**src/rtl/io_mmio_controller.sv**
```systemverilog
// rtl/io_mmio_controller.sv - MMIO responder with compare timer, interrupt and byte TX FIFO
// Accesses are captured on acceptance and complete with a one-cycle ready pulse after a fixed latency.
module io_mmio_controller #(
  parameter int LATENCY    = 2,
  parameter int FIFO_DEPTH = 8
) (
  input  logic        clk,
  input  logic        clrn,
  input  logic [31:0] m_a,
  input  logic [31:0] m_d_w,
  input  logic        io_access,
  input  logic        io_write,
  output logic [31:0] io_d_r,
  output logic        io_ready,
  output logic [7:0]  tx_data,
  output logic        tx_valid,
  input  logic        tx_ack,
  output logic        irq
);
  localparam int PW = (FIFO_DEPTH > 1) ? $clog2(FIFO_DEPTH) : 1;
  localparam int CW = (LATENCY > 1) ? $clog2(LATENCY) : 1;

  typedef enum logic [1:0] {S_IDLE, S_WAIT, S_DONE} state_t;

  state_t        r_state, w_state_nxt;
  logic [CW-1:0] r_ctr;
  logic [2:0]    r_addr;
  logic [31:0]   r_wdata;
  logic          r_write;

  logic [31:0]   r_cnt, r_cmp;
  logic          r_en, r_ie, r_pend, r_ovf;

  logic [7:0]    r_mem [FIFO_DEPTH];
  logic [PW-1:0] r_rd_ptr, r_wr_ptr;
  logic [PW:0]   r_count;

  logic          w_done, w_commit;
  logic          w_wr_cnt, w_wr_cmp, w_wr_ctrl, w_wr_status, w_wr_tx;
  logic          w_match, w_empty, w_full, w_pop, w_push, w_drop;
  logic [31:0]   w_status, w_rdata;
  logic          w_unused;

  assign w_unused = ^{m_a[31:5], m_a[1:0]};

  always_ff @(posedge clk or negedge clrn) begin
    if (!clrn) r_state <= S_IDLE;
    else       r_state <= w_state_nxt;
  end

  always_comb begin
    w_state_nxt = r_state;
    case (r_state)
      S_IDLE:  if (io_access) w_state_nxt = S_WAIT;
      S_WAIT:  if (r_ctr == '0) w_state_nxt = S_DONE;
      S_DONE:  w_state_nxt = S_IDLE;
      default: w_state_nxt = S_IDLE;
    endcase
  end

  // The captured copy is what completes, even if the master drops io_access.
  always_ff @(posedge clk or negedge clrn) begin
    if (!clrn) begin
      r_ctr   <= '0;
      r_addr  <= '0;
      r_wdata <= '0;
      r_write <= 1'b0;
    end else if (r_state == S_IDLE && io_access) begin
      r_ctr   <= CW'(LATENCY - 1);
      r_addr  <= m_a[4:2];
      r_wdata <= m_d_w;
      r_write <= io_write;
    end else if (r_state == S_WAIT && r_ctr != '0) begin
      r_ctr <= r_ctr - CW'(1);
    end
  end

  assign w_done      = (r_state == S_DONE);
  assign w_commit    = w_done & r_write;
  assign w_wr_cnt    = w_commit & (r_addr == 3'd0);
  assign w_wr_cmp    = w_commit & (r_addr == 3'd1);
  assign w_wr_ctrl   = w_commit & (r_addr == 3'd2);
  assign w_wr_status = w_commit & (r_addr == 3'd3);
  assign w_wr_tx     = w_commit & (r_addr == 3'd4);
  assign w_match     = r_en & (r_cnt == r_cmp);

  // A CNT write beats the timer update; a new match beats a pend clear.
  always_ff @(posedge clk or negedge clrn) begin
    if (!clrn) begin
      r_cnt  <= '0;
      r_cmp  <= '1;
      r_en   <= 1'b0;
      r_ie   <= 1'b0;
      r_pend <= 1'b0;
    end else begin
      if (w_wr_cnt)     r_cnt <= r_wdata;
      else if (w_match) r_cnt <= '0;
      else if (r_en)    r_cnt <= r_cnt + 32'd1;
      if (w_wr_cmp) r_cmp <= r_wdata;
      if (w_wr_ctrl) begin
        r_en <= r_wdata[0];
        r_ie <= r_wdata[1];
      end
      if (w_match && !w_wr_cnt)           r_pend <= 1'b1;
      else if (w_wr_status && r_wdata[0]) r_pend <= 1'b0;
    end
  end

  assign w_empty = (r_count == '0);
  assign w_full  = (r_count == (PW+1)'(FIFO_DEPTH));
  assign w_pop   = ~w_empty & tx_ack;
  assign w_push  = w_wr_tx & (~w_full | w_pop);
  assign w_drop  = w_wr_tx & w_full & ~w_pop;

  always_ff @(posedge clk) begin
    if (w_push) r_mem[r_wr_ptr] <= r_wdata[7:0];
  end

  always_ff @(posedge clk or negedge clrn) begin
    if (!clrn) begin
      r_rd_ptr <= '0;
      r_wr_ptr <= '0;
      r_count  <= '0;
      r_ovf    <= 1'b0;
    end else begin
      if (w_push) r_wr_ptr <= r_wr_ptr + PW'(1);
      if (w_pop)  r_rd_ptr <= r_rd_ptr + PW'(1);
      if (w_push && !w_pop)      r_count <= r_count + (PW+1)'(1);
      else if (w_pop && !w_push) r_count <= r_count - (PW+1)'(1);
      if (w_drop)                         r_ovf <= 1'b1;
      else if (w_wr_status && r_wdata[3]) r_ovf <= 1'b0;
    end
  end

  assign w_status = {16'd0, 8'(r_count), 4'd0, r_ovf, w_empty, w_full, r_pend};

  always_comb begin
    w_rdata = '0;
    case (r_addr)
      3'd0:    w_rdata = r_cnt;
      3'd1:    w_rdata = r_cmp;
      3'd2:    w_rdata = {30'd0, r_ie, r_en};
      3'd3:    w_rdata = w_status;
      default: w_rdata = '0;
    endcase
  end

  assign io_ready = w_done;
  assign io_d_r   = (w_done && !r_write) ? w_rdata : 32'd0;
  assign tx_valid = ~w_empty;
  assign tx_data  = w_empty ? 8'd0 : r_mem[r_rd_ptr];
  assign irq      = r_pend & r_ie;

endmodule

```
**config.mk**
```make
export PLATFORM = sky130hd
export DESIGN_NAME = io_mmio_controller
export DESIGN_NICKNAME = d
export VERILOG_FILES = /design/src/rtl/io_mmio_controller.sv
export SDC_FILE = /design/constraint.sdc
export NUM_CORES = 1
export LEC_CHECK = 0
export ABC_AREA = 1
export BUFFER_PORTS_ARGS = -buffer_cell sky130_fd_sc_hd__buf_2
export CAP_MARGIN = 30
export CORE_UTILIZATION = 25
export CTS_BUF_LIST = sky130_fd_sc_hd__clkbuf_4 sky130_fd_sc_hd__clkbuf_8 sky130_fd_sc_hd__clkbuf_16
export DETAILED_ROUTE_END_ITERATION = 8
export GPL_ROUTABILITY_DRIVEN = 0
export PLACE_DENSITY = 0.45
export SYNTH_ARGS = -nofsm -noshare
export SYNTH_HDL_FRONTEND = slang
export SYNTH_SLANG_ARGS = --single-unit
```
**constraint.sdc**
```tcl
create_clock -name clk -period 2.44 [get_ports clk]
set_clock_uncertainty 0.1 [all_clocks]
set_input_delay 0.488 -clock clk [delete_from_list [all_inputs] [get_ports clk]]
set_output_delay 0.488 -clock clk [all_outputs]
set_load 0.005 [all_outputs]
```
==> results.tsv, run 1 <==
stage	metric	value	unit
synth	Synth top area share	21.64	%
grt	GRT Util Overall	15.13	%
synth	cell type with the largest total area after synthesis	dfrtp_1	
synth	Netlist cell types	42	
critical_path	CP endpoint kind	primary output	
synth	Post-Synthesis Cells	1208	
route	WL/cell	15.97	um
pwr	net switching power	0.006391	W
sta	# setup viols final	8	
cts	clk_lat worst skew	0.44	ns
synth	register bit count reported by yosys	181	
route	final WL	30010	um
grt	vias in the first global route	8573	
synth	Synth Area in Compound Gates	10.67	%
critical_path	CP Max Fanout	8	
final_layout	Synth-to-Final Area Change	30.20	%
synth	Post-Synth Simple-Gate Area	23.25	%
route	routed vias	8338	
grt	global-route wire length before repair	47820	um
die	Die ar.	0.04011	mm2
route	Vias/cell	4.437	
die	die width	200.3	um
critical_path	CP Cell Sequence	buf_6 > inv_8 > nand3_4 > buf_12 > clkbuf_16 > o22ai_4 > inv_1 > nor2_1 > buf_2	
synth	yosys warns	0	
route	antenna viol nets, final	0	
critical_path	required time worst endpoint	1.85	ns
final_layout	number of nets in the layout	1424	
grt	initial antenna violation count	0	
pwr	static leakage	5.292	nW
pwr	logic gate share of total power	46.0	%
sta	Hold Violations, Final	0	
grt	remaining global-route overflow	0	
pwr	sw frac	42.52	%
sta	fmax	407.2	MHz
placed_design	post-detail-place hpwl	21560	um
critical_path	Crit-path slowest cell	dfrtp_1	
pwr	maximum vdd drop	639.4	uV
outcome	outcome	finished with violations	
critical_path	Crit Path Class	reg2out	
placed_design	pre-CTS setup slack	-0.05605	ns
placed_design	Port Buffers	82	
grt	largest net degree at the start of global routing	46	
critical_path	CP peak stage delay	0.41	ns
synth	adder-cell share of the synthesized area	0.9675	%
die	Starting Density	25.37	%
sta	Rel. slew slack	66.03	%
cts	CTS sink count	181	
pwr	Cell Pwr Density	1175	mW/mm2
cts	clock tree buffer depth	2	
placed_design	placed cell count	1812	
final_layout	Final Non-Filler Cells	1879	
synth	Post-synth EDFFs	64	
pwr	Pint	0.008639	W
synth	main combinational cell family by area after synthesis	simple AND/OR/NAND/NOR gates	
cts	CTS root buf	clkbuf_16	
final_layout	proportion of layout cells with a drive suffix above 1	26.60	%
synth	cell area after synthesis	0.009828	mm2
synth	Synthesized Nets	1284	
cts	CTS tree	built	
critical_path	startpoint types	flip-flop	
cts	H-tree Lvls	4	
synth	syn_area_per_cell	8.136	um2
pwr	Power Total	0.01503	W
critical_path	crit path buf inv count	6	
route	DR pass1 iterations	6	
synth	Top FF cell, synth	dfrtp_1	
synth	ranking of synthesized cells by area	dfrtp_1, edfxtp_1, nand2_1	
flow_run	Max Cap Viol	0	
die	row count	72	
sta	Slew @ Worst Pin	0.5096	ns
synth	sequential area share after synthesis	49.75	%
die	Die Height	200.3	um
cts	clock transition at the registers of the reported paths	0.08	ns
critical_path	Critical Path AT	1.87	ns
synth	XOR/XNOR Fraction of Synth Area	3.743	%
route	Iter 0 DRT Violations	375	
sta	clock period minus final worst setup slack	2.456	ns
sta	RSZ-0062 raised after global routing	yes	
critical_path	delay-heaviest family, CP	buffers and inverters	
route	DRC Markers	0	
final_layout	# diodes	0	
pwr	Seq pwr share	35.5	%
synth	most common cell in the netlist	nand2_1	
min_path	Worst Hold Class	in2reg	
synth	Post-synth ARST share	64.64	%
synth	most instantiated cells after synthesis	nand2_1, nor2_1, inv_1	
outcome	failing checks	setup timing	
pwr	Clock power frac	18.6	%
synth	mux contribution to synthesized area	2.062	%
sta	period utilisation layout	100.6	%
die	boundary pin count	112	
die	core footprint	0.03874	mm2
cts	Inserted Clock Buffers	17	
sta	setup ws final	-0.01570	ns
sta	fin. max-slew vios	0	
==> flip-flops by register name, indices dropped and copies added, names as in the netlist <==
register and cells:
r_rd_ptr 3, r_write 1, r_ctr 1, r_en 1, r_addr 3, r_mem 64
r_cmp 32, r_ie 1, r_count 4, r_wdata 32, r_state 2, r_pend 1
r_wr_ptr 3, r_ovf 1, r_cnt 32
==> power by group through the flow <==
stage | registers [W] | logic, W | clock network [W]
after floorplan | 0.00503 | 0.00390 | 0
after global placement | 0.00533 | 0.00558 | 0
after detailed placement | 0.00536 | 0.00562 | 0
after CTS | 0.00532 | 0.00628 | 0.00285
after global routing | 0.00549 | 0.00775 | 0.00296
final | 0.00533 | 0.00691 | 0.00279
==> logic make-up after synthesis <==
family                     count (synthesis)
adders and majority gates                  7
DFF                                      181
buffers and inverters                    232
and+or+nand+nor                          546
AOI/OAI and AO/OA                        182
xor gates and xnor gates                  42
muxes                                     18
==> cells in the final DEF, fill, tap and decap left out, drive strengths merged <==
cell	count
edfxtp	64
a21o	1
o221ai	2
ha	6
clkbuf	21
dfrtp	85
fa	1
dfstp	32
nor4	2
dlygate4sd3	1
buf	165
a21oi	25
clkinvlp	1
nor3	15
o32ai	16
nand3	45
xnor2	19
mux2	18
nand2	260
clkinv	3
o21ai	88
nand4	14
or2	1
nor2	206
inv	193
a221oi	2
nor2b	1
xor2	23
and2	3
o22ai	48
==> metal layers <==
layer  wire length (um)  share of wire [%]  up-vias  global-route usage [%]
li1                   -                  -     4181                       -
met3                709                2.4       22                   2.262
met1              13720                 46     4020                   19.44
met5                  0                  0        -                       0
met4                322                1.1        0                   3.408
met2              15260                 51      115                   26.64
==> what timing repair did <==
action | CTS | global route
gates resized for setup | 76 | 88
hold buffers | 1 | 0
gates cloned | 2 | 2
setup buffers | 17 | 14
pin swaps | 16 | 24
endpoints found under the hold margin | 20 | 0
setup endpoints to repair | 39 | 43
==> path summary, 6_finish.rpt <==
path / from / to / slack, ns / cells after the start
worst max-delay path: r_addr[0] / io_d_r[15] / -0.02 / 9
worst min-delay path: m_d_w[26] / r_wdata[26] / 0.18 / 2
worst max register to register: r_count[2] / r_count[3] / 0.11 / 15
worst min register to register: r_ctr / r_state[1] / 0.33 / 1
max in group asynchronous: clrn / r_cmp[11] / 1.10 / 3
min in group asynchronous: clrn / r_wdata[23] / 0.46 / 2
==> area by class of cell <==
cell class	instances	area, um2
fill	4140	25940
sequential	181	4890
multi-input combinational	796	4621
timing repair buffer	168	1350
inverter	184	708.2
tap	518	648.1
clock buffer	19	475.5
clock inverter	13	103.9
==> per-stage QoR <==
step	utilization [%]	instance area, um2	setup TNS [ns]	hold WS [ns]
5_1_grt	33.03	12800	-3.249	0.1601
3_3_place_gp	28.71	11120	-0.01129	0.3073
6_report	33.03	12800	-0.06448	0.1767
4_1_cts	31.68	12270	-1.276	0.1566
3_5_place_dp	28.71	11120	-0.05605	0.3153
2_1_floorplan	-	9831	0	0.09241
No activity file was read; power rests on OpenSTA's default activity.
==> run 2, diff against run 1 <==
--- a/config.mk
+++ b/config.mk
@@ -12,6 +12,7 @@
 export CTS_BUF_LIST = sky130_fd_sc_hd__clkbuf_4 sky130_fd_sc_hd__clkbuf_8 sky130_fd_sc_hd__clkbuf_16
 export DETAILED_ROUTE_END_ITERATION = 8
 export GPL_ROUTABILITY_DRIVEN = 0
+export MAX_ROUTING_LAYER = met4
 export PLACE_DENSITY = 0.45
 export SYNTH_ARGS = -nofsm -noshare
 export SYNTH_HDL_FRONTEND = slang
==> run 2 against run 1 <==
  * Sequential power is essentially flat
  * Critical path depth shrank 1
  * Critical path type unchanged
  * The flow still finishes with violations (setup timing)
  * Combinational power grew 0.6%
  * Power grew 0.29%
==> results.tsv, run 2 (synthesis gave the netlist of run 1 again) <==
stage	metric	value	unit	change
outcome	outcome	finished with violations		
outcome	failing checks	setup timing		
final_layout	commonest non-fill, non-tap cell in the layout	nand2_1		
die	Die Height	200.3	um	unchanged
route	routed vias	8345		+0.084%
die	core footprint	0.03874	mm2	unchanged
final_layout	number of nets in the layout	1426		+0.14%
critical_path	Crit Path Class	reg2out		
flow_run	Max Cap Viol	0		unchanged
die	Die ar.	0.04011	mm2	unchanged
final_layout	Sequential cell area	0.004890	mm2	unchanged
final_layout	Final Util	33.05	%	about the same
sta	setup ws final	-0.02819	ns	-0.01249 ns
critical_path	CP dominant cell by count	nor2_1		
critical_path	startpoint types	flip-flop		
route	Iter 0 DRT Violations	399		+6.4%
final_layout	proportion of layout cells with a drive suffix above 1	26.41	%	-0.19 points
final_layout	most frequent cells in the layout	nand2_1, nor2_1, inv_1		
route	antenna viol nets, final	0		unchanged
grt	global-route wire length before repair	47830	um	about the same
pwr	static leakage	5.310	nW	+0.34%
critical_path	CP Max Fanout	8		unchanged
critical_path	CP peak stage delay	0.41	ns	about the same
sta	fin. max-slew vios	0		unchanged
final_layout	Most flops, register	r_mem		
grt	GRT Util Overall	15.60	%	+0.47 points
die	boundary pin count	112		unchanged
final_layout	Synth-to-Final Area Change	30.25	%	about the same
grt	largest net degree at the start of global routing	46		unchanged
placed_design	pre-CTS setup slack	-0.05605	ns	unchanged
cts	CTS root buf	clkbuf_16		
final_layout	number of flip-flops in the largest register	64		unchanged
final_layout	# diodes	0		unchanged
sta	clock period minus final worst setup slack	2.468	ns	+0.01249 ns
final_layout	area occupied by multi-input gates	0.004582	mm2	-0.84%
sta	RSZ-0062 raised after global routing	yes		
grt	vias in the first global route	8562		-0.13%
pwr	maximum vdd drop	640.8	uV	+0.22%
sta	Hold Violations, Final	0		unchanged
pwr	Cell Pwr Density	1178	mW/mm2	+0.25%
cts	clock tree buffer depth	2		unchanged
sta	period utilisation layout	101.2	%	+0.51 points
die	die width	200.3	um	unchanged
route	Vias/cell	4.436		about the same
route	final WL	30050	um	+0.15%
cts	H-tree Lvls	4		unchanged
critical_path	CP endpoint kind	primary output		
placed_design	Port Buffers	82		unchanged
placed_design	post-detail-place hpwl	21560	um	unchanged
cts	Inserted Clock Buffers	17		unchanged
cts	CTS tree	built		
sta	Slew @ Worst Pin	0.5088	ns	-0.0008392 ns
cts	CTS sink count	181		unchanged
sta	fmax	405.2	MHz	-0.51%
critical_path	required time worst endpoint	1.85	ns	about the same
grt	remaining global-route overflow	0		unchanged
critical_path	CP Cell Sequence	inv_2 > buf_12 > buf_8 > nor2_1 > o32ai_2 > o21ai_2 > nor2_1 > buf_2		
route	WL/cell	15.98	um	about the same
sta	# setup viols final	11		+3
route	DRC Markers	0		unchanged
min_path	Worst Hold Class	in2reg		
final_layout	Fillers	4144		+0.097%
die	row count	72		unchanged
critical_path	delay-heaviest family, CP	buffers and inverters		
cts	clock transition at the registers of the reported paths	0.07	ns	about the same
route	DR pass1 iterations	5		-1
cts	clk_lat worst skew	0.45	ns	about the same
critical_path	crit path buf inv count	4		-2
sta	Rel. slew slack	66.08	%	about the same
grt	initial antenna violation count	0		unchanged
critical_path	Critical Path AT	1.88	ns	about the same
die	Starting Density	25.37	%	unchanged
critical_path	Crit-path slowest cell	dfrtp_1		
-- run 2: final timing paths --
path                       slack, ns         from  cells after the start          end
setup / recovery               -0.03  r_rd_ptr[0]                      8   tx_data[1]
hold / removal                  0.18    m_d_w[26]                      2  r_wdata[26]
setup reg to reg                0.11   r_count[2]                     15   r_count[3]
hold reg to reg                 0.33        r_ctr                      1   r_state[1]
max in group asynchronous       1.10         clrn                      3    r_cmp[11]
min in group asynchronous       0.45         clrn                      2  r_wdata[23]
-- run 2: what timing repair did --
action / in CTS / in global routing
buffers inserted: 17 / 15
pin swaps: 16 / 27
hold buffers: 1 / 0
resized for setup: 76 / 83
gates cloned: 2 / 3
setup endpoints to repair: 39 / 43
hold endpoints to repair: 20 / 0
-- run 2: worst reg2reg max path, stage by stage, from the launching register on --
cell	delay (ns)
dfrtp_1	0.49
nor3_4	0.25
inv_2	0.07
nand2_2	0.07
nand2_2	0.05
nand2_2	0.07
inv_2	0.05
ha_4	0.16
inv_4	0.06
ha_4	0.19
a21o_1	0.18
a21oi_2	0.15
nor2_1	0.05
nor2_1	0.08
nand2_1	0.06
xor2_1	0.14
-- run 2: final cells by class --
type                    count  share of cell area (%)
clock buffers              19                   3.714
clock inverters            13                  0.8113
inverters                 184                   5.532
multi-input cells         796                   35.79
flip-flops and latches    181                   38.20
well taps                 518                   5.063
repair buffers            170                   10.89
-- run 2: report_power, final --
group / internal (W) / switching, W
registers: 0.00431 / 0.00102
logic: 0.00292 / 0.00403
clock network: 0.00146 / 0.00134
-- run 2: routing by layer --
layer  up-vias  global-route usage (%)  wire [um]
li1       4186                       -          -
met4         0                   3.408        321
met5         -                       -          0
met2       117                   26.69      15330
met1      4020                   19.38      13660
met3        22                   2.310        732
-- run 2: metrics by stage --
| step | TNS, ns | power (W) | area, um2 | hold slack (ns) | cells |
|---|---|---|---|---|---|
| after global routing | -3.605 | 0.01624 | 12800 | 0.1592 | 1881 |
| after CTS | -1.276 | 0.01445 | 12270 | 0.1566 | 1864 |
| after global placement | -0.01129 | 0.01091 | 11120 | 0.3073 | 1812 |
| final | -0.1445 | 0.01507 | 12800 | 0.1753 | 1881 |
| after floorplan | 0 | 0.008931 | 9831 | 0.09241 | 1208 |
| after detailed placement | -0.05605 | 0.01097 | 11120 | 0.3153 | 1812 |
==> run 3, diff against run 2 <==
--- a/config.mk
+++ b/config.mk
@@ -8,12 +8,14 @@
 export ABC_AREA = 1
 export BUFFER_PORTS_ARGS = -buffer_cell sky130_fd_sc_hd__buf_2
 export CAP_MARGIN = 30
+export CELL_PAD_IN_SITES_DETAIL_PLACEMENT = 1
+export CELL_PAD_IN_SITES_GLOBAL_PLACEMENT = 2
 export CORE_UTILIZATION = 25
 export CTS_BUF_LIST = sky130_fd_sc_hd__clkbuf_4 sky130_fd_sc_hd__clkbuf_8 sky130_fd_sc_hd__clkbuf_16
 export DETAILED_ROUTE_END_ITERATION = 8
 export GPL_ROUTABILITY_DRIVEN = 0
 export MAX_ROUTING_LAYER = met4
-export PLACE_DENSITY = 0.45
+export PLACE_DENSITY = 0.66
 export SYNTH_ARGS = -nofsm -noshare
 export SYNTH_HDL_FRONTEND = slang
 export SYNTH_SLANG_ARGS = --single-unit
==> run 3 against run 2 <==
  * The run still ends with setup timing left
  * Sequential power is essentially flat
  * Register-to-register slack got worse by 0.06 ns
  * Fmax down 2.0%
  * Setup slack worse by 0.051 ns
  * Cell area rose by 0.94%
  * Count of clock-buffer cells in the layout fell by 2
  * Via count rose by 2.7%
  * Core utilization is 0.31 points higher
  * Largest cell class unchanged
  * Largest power group unchanged
==> results.tsv, run 3 (synthesis gave the netlist of run 1 again) <==
stage	metric	value	unit	change
outcome	outcome	finished with violations		
outcome	failing checks	setup timing		
pwr	Clock power frac	18.5	%	about the same
critical_path	Critical Path AT	1.93	ns	+0.05 ns
final_layout	Most flops, register	r_mem		
placed_design	pre-CTS setup slack	-0.06179	ns	-0.005739 ns
cts	CTS root buf	clkbuf_16		
grt	M2 GR Usage	29.07	%	+2.4 points
route	routed vias	8570		+2.7%
pwr	maximum vdd drop	538.5	uV	-16%
grt	initial antenna violation count	0		unchanged
sta	period utilisation layout	103.3	%	+2.1 points
sta	Rel. slew slack	65.85	%	-0.24 points
critical_path	cells on worst reg2reg path	13		-2
route	final WL	33090	um	+10%
grt	remaining global-route overflow	0		unchanged
critical_path	startpoint types	flip-flop		
final_layout	most frequent cells in the layout	nand2_1, nor2_1, inv_1		
pwr	static leakage	5.356	nW	+0.87%
min_path	worst hold stages	2		unchanged
critical_path	CP endpoint kind	primary output		
route	DRC Markers	0		unchanged
route	WL/cell	17.54	um	+9.8%
route	DR pass1 iterations	4		-1
cts	H-tree Lvls	4		unchanged
pwr	Cell Pwr Density	1193	mW/mm2	+1.3%
grt	largest net degree at the start of global routing	58		+26%
grt	met1 Use GR	20.50	%	+1.1 points
final_layout	number of nets in the layout	1432		+0.42%
grt	global-route wire length before repair	51240	um	+7.1%
sta	setup TNS	-1.047	ns	-0.9028 ns
placed_design	post-detail-place hpwl	23200	um	+7.6%
cts	clock transition at the registers of the reported paths	0.07	ns	about the same
final_layout	commonest non-fill, non-tap cell in the layout	nand2_1		
sta	# setup viols final	28		+17
final_layout	Final Non-Filler Cells	1887		+0.32%
sta	setup ws final	-0.07952	ns	-0.05133 ns
die	Die Height	200.3	um	unchanged
flow_run	Max Cap Viol	0		unchanged
die	die width	200.3	um	unchanged
die	boundary pin count	112		unchanged
cts	Inserted Clock Buffers	17		unchanged
sta	fin. max-slew vios	0		unchanged
placed_design	Port Buffers	82		unchanged
min_path	Worst Hold Class	in2reg		
pwr	Seq pwr share	34.5	%	-0.9 points
final_layout	proportion of layout cells with a drive suffix above 1	27.03	%	+0.61 points
cts	clk_lat worst skew	0.46	ns	about the same
pwr	Pint	0.008793	W	+1.3%
final_layout	number of flip-flops in the largest register	64		unchanged
sta	Slew @ Worst Pin	0.5104	ns	+0.001680 ns
sta	fmax	396.9	MHz	-2.0%
final_layout	Synth-to-Final Area Change	31.47	%	
die	core footprint	0.03874	mm2	unchanged
grt	GR peak layer	met2		
grt	met3 Use GR	2.522	%	+0.21 points
die	Die ar.	0.04011	mm2	unchanged
placed_design	placed cell count	1812		unchanged
pwr	logic gate share of total power	47.0	%	+0.9 points
cts	CTS tree	built		
cts	clock tree buffer depth	2		unchanged
pwr	sw frac	42.95	%	+0.56 points
die	row count	72		unchanged
critical_path	Crit Path Class	reg2out		
pwr	net switching power	0.006619	W	+3.6%
route	Vias/cell	4.542		+2.4%
critical_path	required time worst endpoint	1.85	ns	about the same
sta	clock period minus final worst setup slack	2.520	ns	+0.05133 ns
route	Iter 0 DRT Violations	296		-26%
final_layout	# diodes	0		unchanged
critical_path	CP Max Fanout	8		unchanged
final_layout	Fillers	4579		+10%
sta	Hold Violations, Final	0		unchanged
route	antenna viol nets, final	0		unchanged
die	Starting Density	25.37	%	unchanged
cts	CTS sink count	181		unchanged
sta	RSZ-0062 raised after global routing	yes		
grt	GRT Util Overall	16.92	%	+1.3 points
grt	vias in the first global route	8981		+4.9%
-- run 3: cell count changes in the layout (fill, tap and decap cells not counted), moves of 5 or more --
cell | before | now
nor2_1 | 189 | 183
nor2_2 | 10 | 17
o22ai_2 | 20 | 15
buf_12 | 14 | 20
-- run 3: worst paths after layout --
kind	startpoint	endpoint	slack (ns)
worst max-delay path	r_addr[2]	io_d_r[24]	-0.08
max in group asynchronous	clrn	r_cmp[5]	1.15
min in group asynchronous	clrn	r_wdata[25]	0.41
worst min-delay path	m_d_w[17]	r_wdata[17]	0.17
worst max register to register	r_addr[1]	r_count[3]	0.05
worst min register to register	r_ctr	r_state[1]	0.33
-- run 3: routing by layer --
| metal | share of wire [%] | vias to the layer above |
|---|---|---|
| met3 | 2.5 | 38 |
| li1 | - | 4194 |
| met1 | 44 | 4234 |
| met5 | 0 | - |
| met2 | 51 | 104 |
| met4 | 1.9 | 0 |
-- run 3: power by group through the flow --
stage / logic (W) / registers, W / clock network [W]
detailed placement: 0.00578 / 0.00535 / 0
global route: 0.00804 / 0.00548 / 0.00303
global placement: 0.00567 / 0.00531 / 0
finish: 0.00724 / 0.00532 / 0.00286
floorplan: 0.00390 / 0.00503 / 0
CTS: 0.00646 / 0.00531 / 0.00294
-- run 3: stage by stage --
stage | instance area (um2) | total power (W) | hold WS, ns | util (%)
after floorplan | 9831 | 0.008931 | 0.09241 | -
after global placement | 11120 | 0.01098 | 0.3088 | 28.71
after detailed placement | 11120 | 0.01113 | 0.3250 | 28.71
after CTS | 12320 | 0.01471 | 0.1500 | 31.82
after global routing | 12920 | 0.01655 | 0.1515 | 33.36
final | 12920 | 0.01541 | 0.1683 | 33.36
-- run 3: final cells by class --
type / instances / area, um2 / share of cell area [%]
flip-flops and latches: 181 / 4891 / 37.85
multi-input cells: 796 / 4578 / 35.43
repair buffers: 176 / 1503 / 11.63
inverters: 184 / 705.7 / 5.461
well taps: 518 / 648.1 / 5.016
clock buffers: 17 / 425.4 / 3.292
clock inverters: 15 / 170.2 / 1.317
-- run 3: repair_timing --
action                     CTS  global route
buffers inserted            17            19
gates resized for setup     74            90
pin swaps                   16            35
hold endpoints to repair    14             0
hold buffers                 1             0
setup endpoints to repair   37            43
gates cloned                 3             4
-- run 3: critical path: stages, from the launching register on --
cell and delay, ns:
dfrtp_1 0.40, inv_2 0.10, buf_4 0.15, nand3_4 0.13, buf_12 0.17, buf_12 0.14, o22ai_4 0.11, inv_1 0.06
nor2_1 0.09, buf_2 0.12
